**src/rtl/program_loader.sv**
```systemverilog
`timescale 1ns/1ps
`default_nettype none
// ============================================================================
// program_loader: turns a framed byte stream into program-memory word writes.
// Rev 1.0
// ============================================================================
module program_loader #(
  parameter int                    MEMORY_DEPTH = 256,
  parameter int                    DATA_WIDTH   = 32,
  parameter logic [DATA_WIDTH-1:0] BASE_ADDRESS = 32'h00400000
) (
  input  logic                  clk,
  input  logic                  reset,
  input  logic                  start_i,
  input  logic [7:0]            byte_i,
  input  logic                  byte_valid_i,
  output logic                  byte_ready_o,
  output logic                  wr_en_o,
  output logic [DATA_WIDTH-1:0] wr_address_o,
  output logic [DATA_WIDTH-1:0] wr_data_o,
  output logic                  cpu_hold_o,
  output logic                  done_o,
  output logic                  error_o
);

  localparam logic [16:0] MAX_WORDS = 17'(MEMORY_DEPTH);
  localparam logic [1:0]  LAST_BYTE = 2'(DATA_WIDTH / 8 - 1);

  typedef enum logic [2:0] {
    S_IDLE   = 3'd0,
    S_HDR_HI = 3'd1,
    S_HDR_LO = 3'd2,
    S_DATA   = 3'd3,
    S_WRITE  = 3'd4,
    S_DONE   = 3'd5,
    S_ERROR  = 3'd6
  } state_t;

  state_t                state;
  logic [7:0]            hdr_hi;
  logic [15:0]           word_cnt;
  logic [15:0]           word_idx;
  logic [1:0]            byte_cnt;
  // Only the leading bytes need storing; the final byte goes straight to wr_data_o.
  logic [DATA_WIDTH-9:0] word_asm;

  logic                  transfer;
  logic [15:0]           hdr_n;
  logic [15:0]           next_idx;
  logic [DATA_WIDTH-1:0] word_offset;

  assign transfer    = byte_valid_i & byte_ready_o;
  assign hdr_n       = {hdr_hi, byte_i};
  assign next_idx    = word_idx + 16'd1;
  assign word_offset = DATA_WIDTH'({word_idx, 2'b00});

  always_ff @(posedge clk) begin
    if (reset) begin
      state        <= S_IDLE;
      byte_ready_o <= 1'b0;
      wr_en_o      <= 1'b0;
      wr_address_o <= '0;
      wr_data_o    <= '0;
      cpu_hold_o   <= 1'b1;
      done_o       <= 1'b0;
      error_o      <= 1'b0;
      hdr_hi       <= '0;
      word_cnt     <= '0;
      word_idx     <= '0;
      byte_cnt     <= '0;
      word_asm     <= '0;
    end else begin
      case (state)
        S_IDLE, S_DONE, S_ERROR: begin
          if (start_i) begin
            state        <= S_HDR_HI;
            byte_ready_o <= 1'b1;
            cpu_hold_o   <= 1'b1;
            done_o       <= 1'b0;
            error_o      <= 1'b0;
            byte_cnt     <= '0;
            word_idx     <= '0;
          end
        end

        S_HDR_HI: begin
          if (transfer) begin
            hdr_hi <= byte_i;
            state  <= S_HDR_LO;
          end
        end

        S_HDR_LO: begin
          if (transfer) begin
            word_cnt <= hdr_n;
            if (hdr_n == 16'd0 || {1'b0, hdr_n} > MAX_WORDS) begin
              state        <= S_ERROR;
              byte_ready_o <= 1'b0;
              error_o      <= 1'b1;
            end else begin
              state    <= S_DATA;
              word_idx <= '0;
              byte_cnt <= '0;
            end
          end
        end

        S_DATA: begin
          if (transfer) begin
            word_asm <= {word_asm[DATA_WIDTH-17:0], byte_i};
            byte_cnt <= byte_cnt + 2'd1;
            if (byte_cnt == LAST_BYTE) begin
              state        <= S_WRITE;
              byte_ready_o <= 1'b0;
              wr_en_o      <= 1'b1;
              wr_data_o    <= {word_asm, byte_i};
              wr_address_o <= BASE_ADDRESS + word_offset;
            end
          end
        end

        S_WRITE: begin
          wr_en_o  <= 1'b0;
          word_idx <= next_idx;
          if (next_idx == word_cnt) begin
            state      <= S_DONE;
            done_o     <= 1'b1;
            cpu_hold_o <= 1'b0;
          end else begin
            state        <= S_DATA;
            byte_ready_o <= 1'b1;
          end
        end

        default: begin
          state        <= S_IDLE;
          byte_ready_o <= 1'b0;
          wr_en_o      <= 1'b0;
        end
      endcase
    end
  end

endmodule
`default_nettype wire

```
**config.mk**
```make
export PLATFORM = sky130hd
export DESIGN_NAME = program_loader
export DESIGN_NICKNAME = d
export VERILOG_FILES = /design/src/rtl/program_loader.sv
export SDC_FILE = /design/constraint.sdc
export NUM_CORES = 1
export LEC_CHECK = 0
export ABC_AREA = 1
export CORE_ASPECT_RATIO = 2
export CORE_MARGIN = 4
export CORE_UTILIZATION = 25
export DETAILED_ROUTE_END_ITERATION = 8
export GPL_ROUTABILITY_DRIVEN = 0
export PLACE_DENSITY = 0.49
export SYNTH_ARGS = -nofsm -noshare
export SYNTH_HDL_FRONTEND = slang
export SYNTH_SLANG_ARGS = --single-unit
```
**constraint.sdc**
```tcl
create_clock -name clk -period 3.92 [get_ports clk]
set_clock_uncertainty 0.2 [all_clocks]
set_input_delay 0.588 -clock clk [delete_from_list [all_inputs] [get_ports clk]]
set_output_delay 0.588 -clock clk [all_outputs]
set_load 0.03 [all_outputs]
```
==> results by group <==
Run status
  • Status: finished, final reports clean

Final layout
  • Post-route cell area: 6850 um2
  • Layout Nets: 801
  • Fraction of layout cells with a size suffix above 1: 10.0%
  • Fill cell count: 2,387
  • Post-route non-filler standard cell count: 1,072
  • Ant. Diodes: 0
  • Layout area overhead: 26.1%

Clock network
  • Clock-pin slew on the worst setup and hold paths: 0.06 ns
  • Htree depth: 4
  • Clock Tree Buf Depth: 2
  • Clock Latency Late Sink: 0.42 ns
  • Num Clock Sinks: 123
  • Hold_buf cts: 0
  • Total CTS buffers: 17
  • CTS tree: built
  • Post-CTS sizing: 0
  • Clock root cell: clkbuf_16
  • Post-CTS Setup Bufs: 0

Setup path
  • Worst Setup Start Kind: input port
  • Worst reg2reg path depth: 13
  • R2R Path Start: word_idx[1]
  • Worst EP arrival: 2.91 ns
  • Reg-to-reg critical path endpoint: state[2]
  • Critical Setup Path Class: input port to flip-flop
  • Launch point of the worst path: byte_i[4]
  • CP Capture Type: flip-flop
  • CP Max Fanout: 30
  • FF-to-FF setup slack: 1.32 ns
  • WP data required: 4.04 ns

Detailed routing
  • Post-DRT Antenna Nets: 0
  • Routed WL: 15.8 mm
  • Vias: 4,820
  • Met2 wire length: 8.92 mm
  • Met1 wire length: 5.95 mm
  • WL met3: 383 um
  • DR top layer: met4
  • DR DRC count: 0
  • Number of DRC markers in iteration 0: 219
  • DR pass1 iterations: 4
  • Wirelength per Cell: 14.7 um
  • Vias/cell: 4.50

STA
  • Post-layout min period: 2.80 ns
  • Fin Setup TNS: 0 ns
  • F_max: 0.358 GHz
  • Final Max Slew Viols: 0
  • RSZ-0062 raised after global routing: no
  • Final hold violation count: 0
  • Final setup viols: 0
  • Worst hold slack: 0.261 ns
  • Slew headroom: 59.2%
  • Fin crit share: 71.3%
  • Slew of the pin with the lowest slew margin: 0.612 ns

Placement
  • Post-Place Cell Area: 6260 um2
  • I/O Buffers: 65
  • Number of placed cells counting well taps: 1,040
  • Hpwl dp: 11.6 mm

Worst hold path
  • Hold endpoint: wr_data_o[23]
  • Hold Crit Start: wr_data_o[23]
  • Hold WC Path Type: flip-flop to flip-flop
  • WHS Path Cells: 2

Synthesis
  • Cell taking the most area after synthesis: dfxtp_1
  • Async SR Flop Fraction: 0%
  • Avg Synthesized Cell Area: 7.42 um2
  • Synth Flop Type: dfxtp_1
  • Area contributors post-synth: dfxtp_1, nand2_1, a21oi_1
  • Flops & latches, synth: 123
  • Sequential area share after synthesis: 45.3%
  • Top-count cell post-synth: nand2_1
  • Post-synth top area share: 45.3%
  • Top cells by count, synth: nand2_1, dfxtp_1, nor2_1
  • Post-synth cell types: 35
  • Post-synth EDFFs: 0
  • Post-synthesis cell count: 732
  • Syn Std Cell Area: 5430 um2
  • Synth warn: 0

Global routing
  • First-pass GRT wire length: 25.2 mm
  • Antenna violations before repair: 0
  • Vias in the first global route: 4,798
  • GRT overflow: 0
  • All-layer global routing usage: 13.3%
  • Largest net degree at the start of global routing: 59

Pwr
  • Pwr dens: 568 nW/um2
  • Internal power: 0.00259 W
  • Worst vdd ir: 0.309 mV
  • Clock power share: 40.0%
  • Combinational share of power: 22.9%
  • Switching Share: 33.5%
  • Psw: 0.00130 W
  • Leakage power: 2.73 nW
  • Flop pwr share: 37.1%

Die
  • DIE AREA: 24,300 um2
  • Starting Density: 25.3%
  • Die Y-Extent: 216 um
  • Io pins: 81
  • Cell Rows: 76
  • Die width: 112 um
  • Core Area: 21,500 um2

Job
  • # Max-Cap Violations: 0
[power groups by stage]
stage	logic, W	clock network (W)	registers, W
after floorplan	0.000715	0	0.00147
after detailed placement	0.000898	0	0.00147
final	0.000890	0.00156	0.00145
after global placement	0.000891	0	0.00147
after global routing	0.00101	0.00165	0.00146
after CTS	0.000903	0.00160	0.00145
[worst max-delay path by stage]
stage,endpoint,cells past startpoint
floorplan,word_idx[2],10
global route,word_idx[2],10
detailed placement,word_idx[2],10
finish,word_idx[2],10
global placement,word_idx[2],10
CTS,word_idx[2],10
[worst max-delay path, stage by stage]
cell and delay [ns]:
clkdlybuf4s50_1 0.40, inv_1 0.19, nand4_1 0.15, nor4_1 0.38, nand3b_1 0.17, nand2_1 0.14
nand2_1 0.11, nand2_2 0.47, inv_2 0.09, o211a_1 0.22
[stage by stage]
stage | worst slack [ns] | power [W] | util (%)
CTS | 1.10 | 0.00395 | 31.9
detailed placement | 0.653 | 0.00237 | 29.1
finish | 1.12 | 0.00389 | 31.9
global placement | 0.701 | 0.00236 | 29.1
global route | 0.921 | 0.00412 | 31.9
floorplan | 1.83 | 0.00218 | -
[routing by layer]
metal,up-vias,GRT usage [%]
li1,2485,-
met1,2220,13.1
met2,89,25.5
met3,26,2.32
met4,0,7.22
met5,-,0
[logic make-up after synthesis]
kind of cell / after synthesis / synth area share, %
AOI/OAI and AO/OA: 198 / 20.2
buffers and inverters: 108 / 9.15
adders and majority gates: 3 / 0.829
xor gates and xnor gates: 5 / 0.806
DFF: 123 / 45.3
and+or+nand+nor: 294 / 23.6
other: 1 / 0.0690
[sequential cells by signal, summed over array words and instances, names as in the netlist, 2 cells and up]
name / cells
word_idx: 16
state: 3
hdr_hi: 8
word_asm: 24
wr_address_o: 17
word_cnt: 16
wr_data_o: 32
byte_cnt: 2
[layout by cell type (no fill, tap or decap), types with 4 or more instances in the layout]
| master | netlist | final |
|---|---|---|
| nor2_2 | 6 | 6 |
| conb_1 | 1 | 15 |
| a21oi_1 | 87 | 87 |
| o21ai_0 | 75 | 75 |
| nand4_1 | 7 | 7 |
| a211oi_2 | 9 | 9 |
| nand2_1 | 128 | 128 |
| inv_1 | 49 | 48 |
| o21ai_1 | 19 | 19 |
| clkinvlp_4 | 0 | 5 |
| nand3_1 | 28 | 28 |
| inv_2 | 10 | 11 |
| nand2_2 | 4 | 4 |
| nor2_1 | 102 | 102 |
| clkbuf_16 | 0 | 17 |
| nor2_4 | 5 | 5 |
| dfxtp_1 | 123 | 123 |
| nand3b_1 | 5 | 5 |
| clkdlybuf4s50_1 | 0 | 65 |
[area by class of cell]
type / instances / area, um2 / share of cell area [%]
clock inverters: 14 / 148 / 2.16
multi-input cells: 515 / 2520 / 36.9
inverters: 59 / 221 / 3.23
repair buffers: 70 / 713 / 10.4
well taps: 273 / 342 / 4.99
clock buffers: 18 / 439 / 6.41
flip-flops and latches: 123 / 2460 / 35.9
No activity file was read; power rests on OpenSTA's default activity.
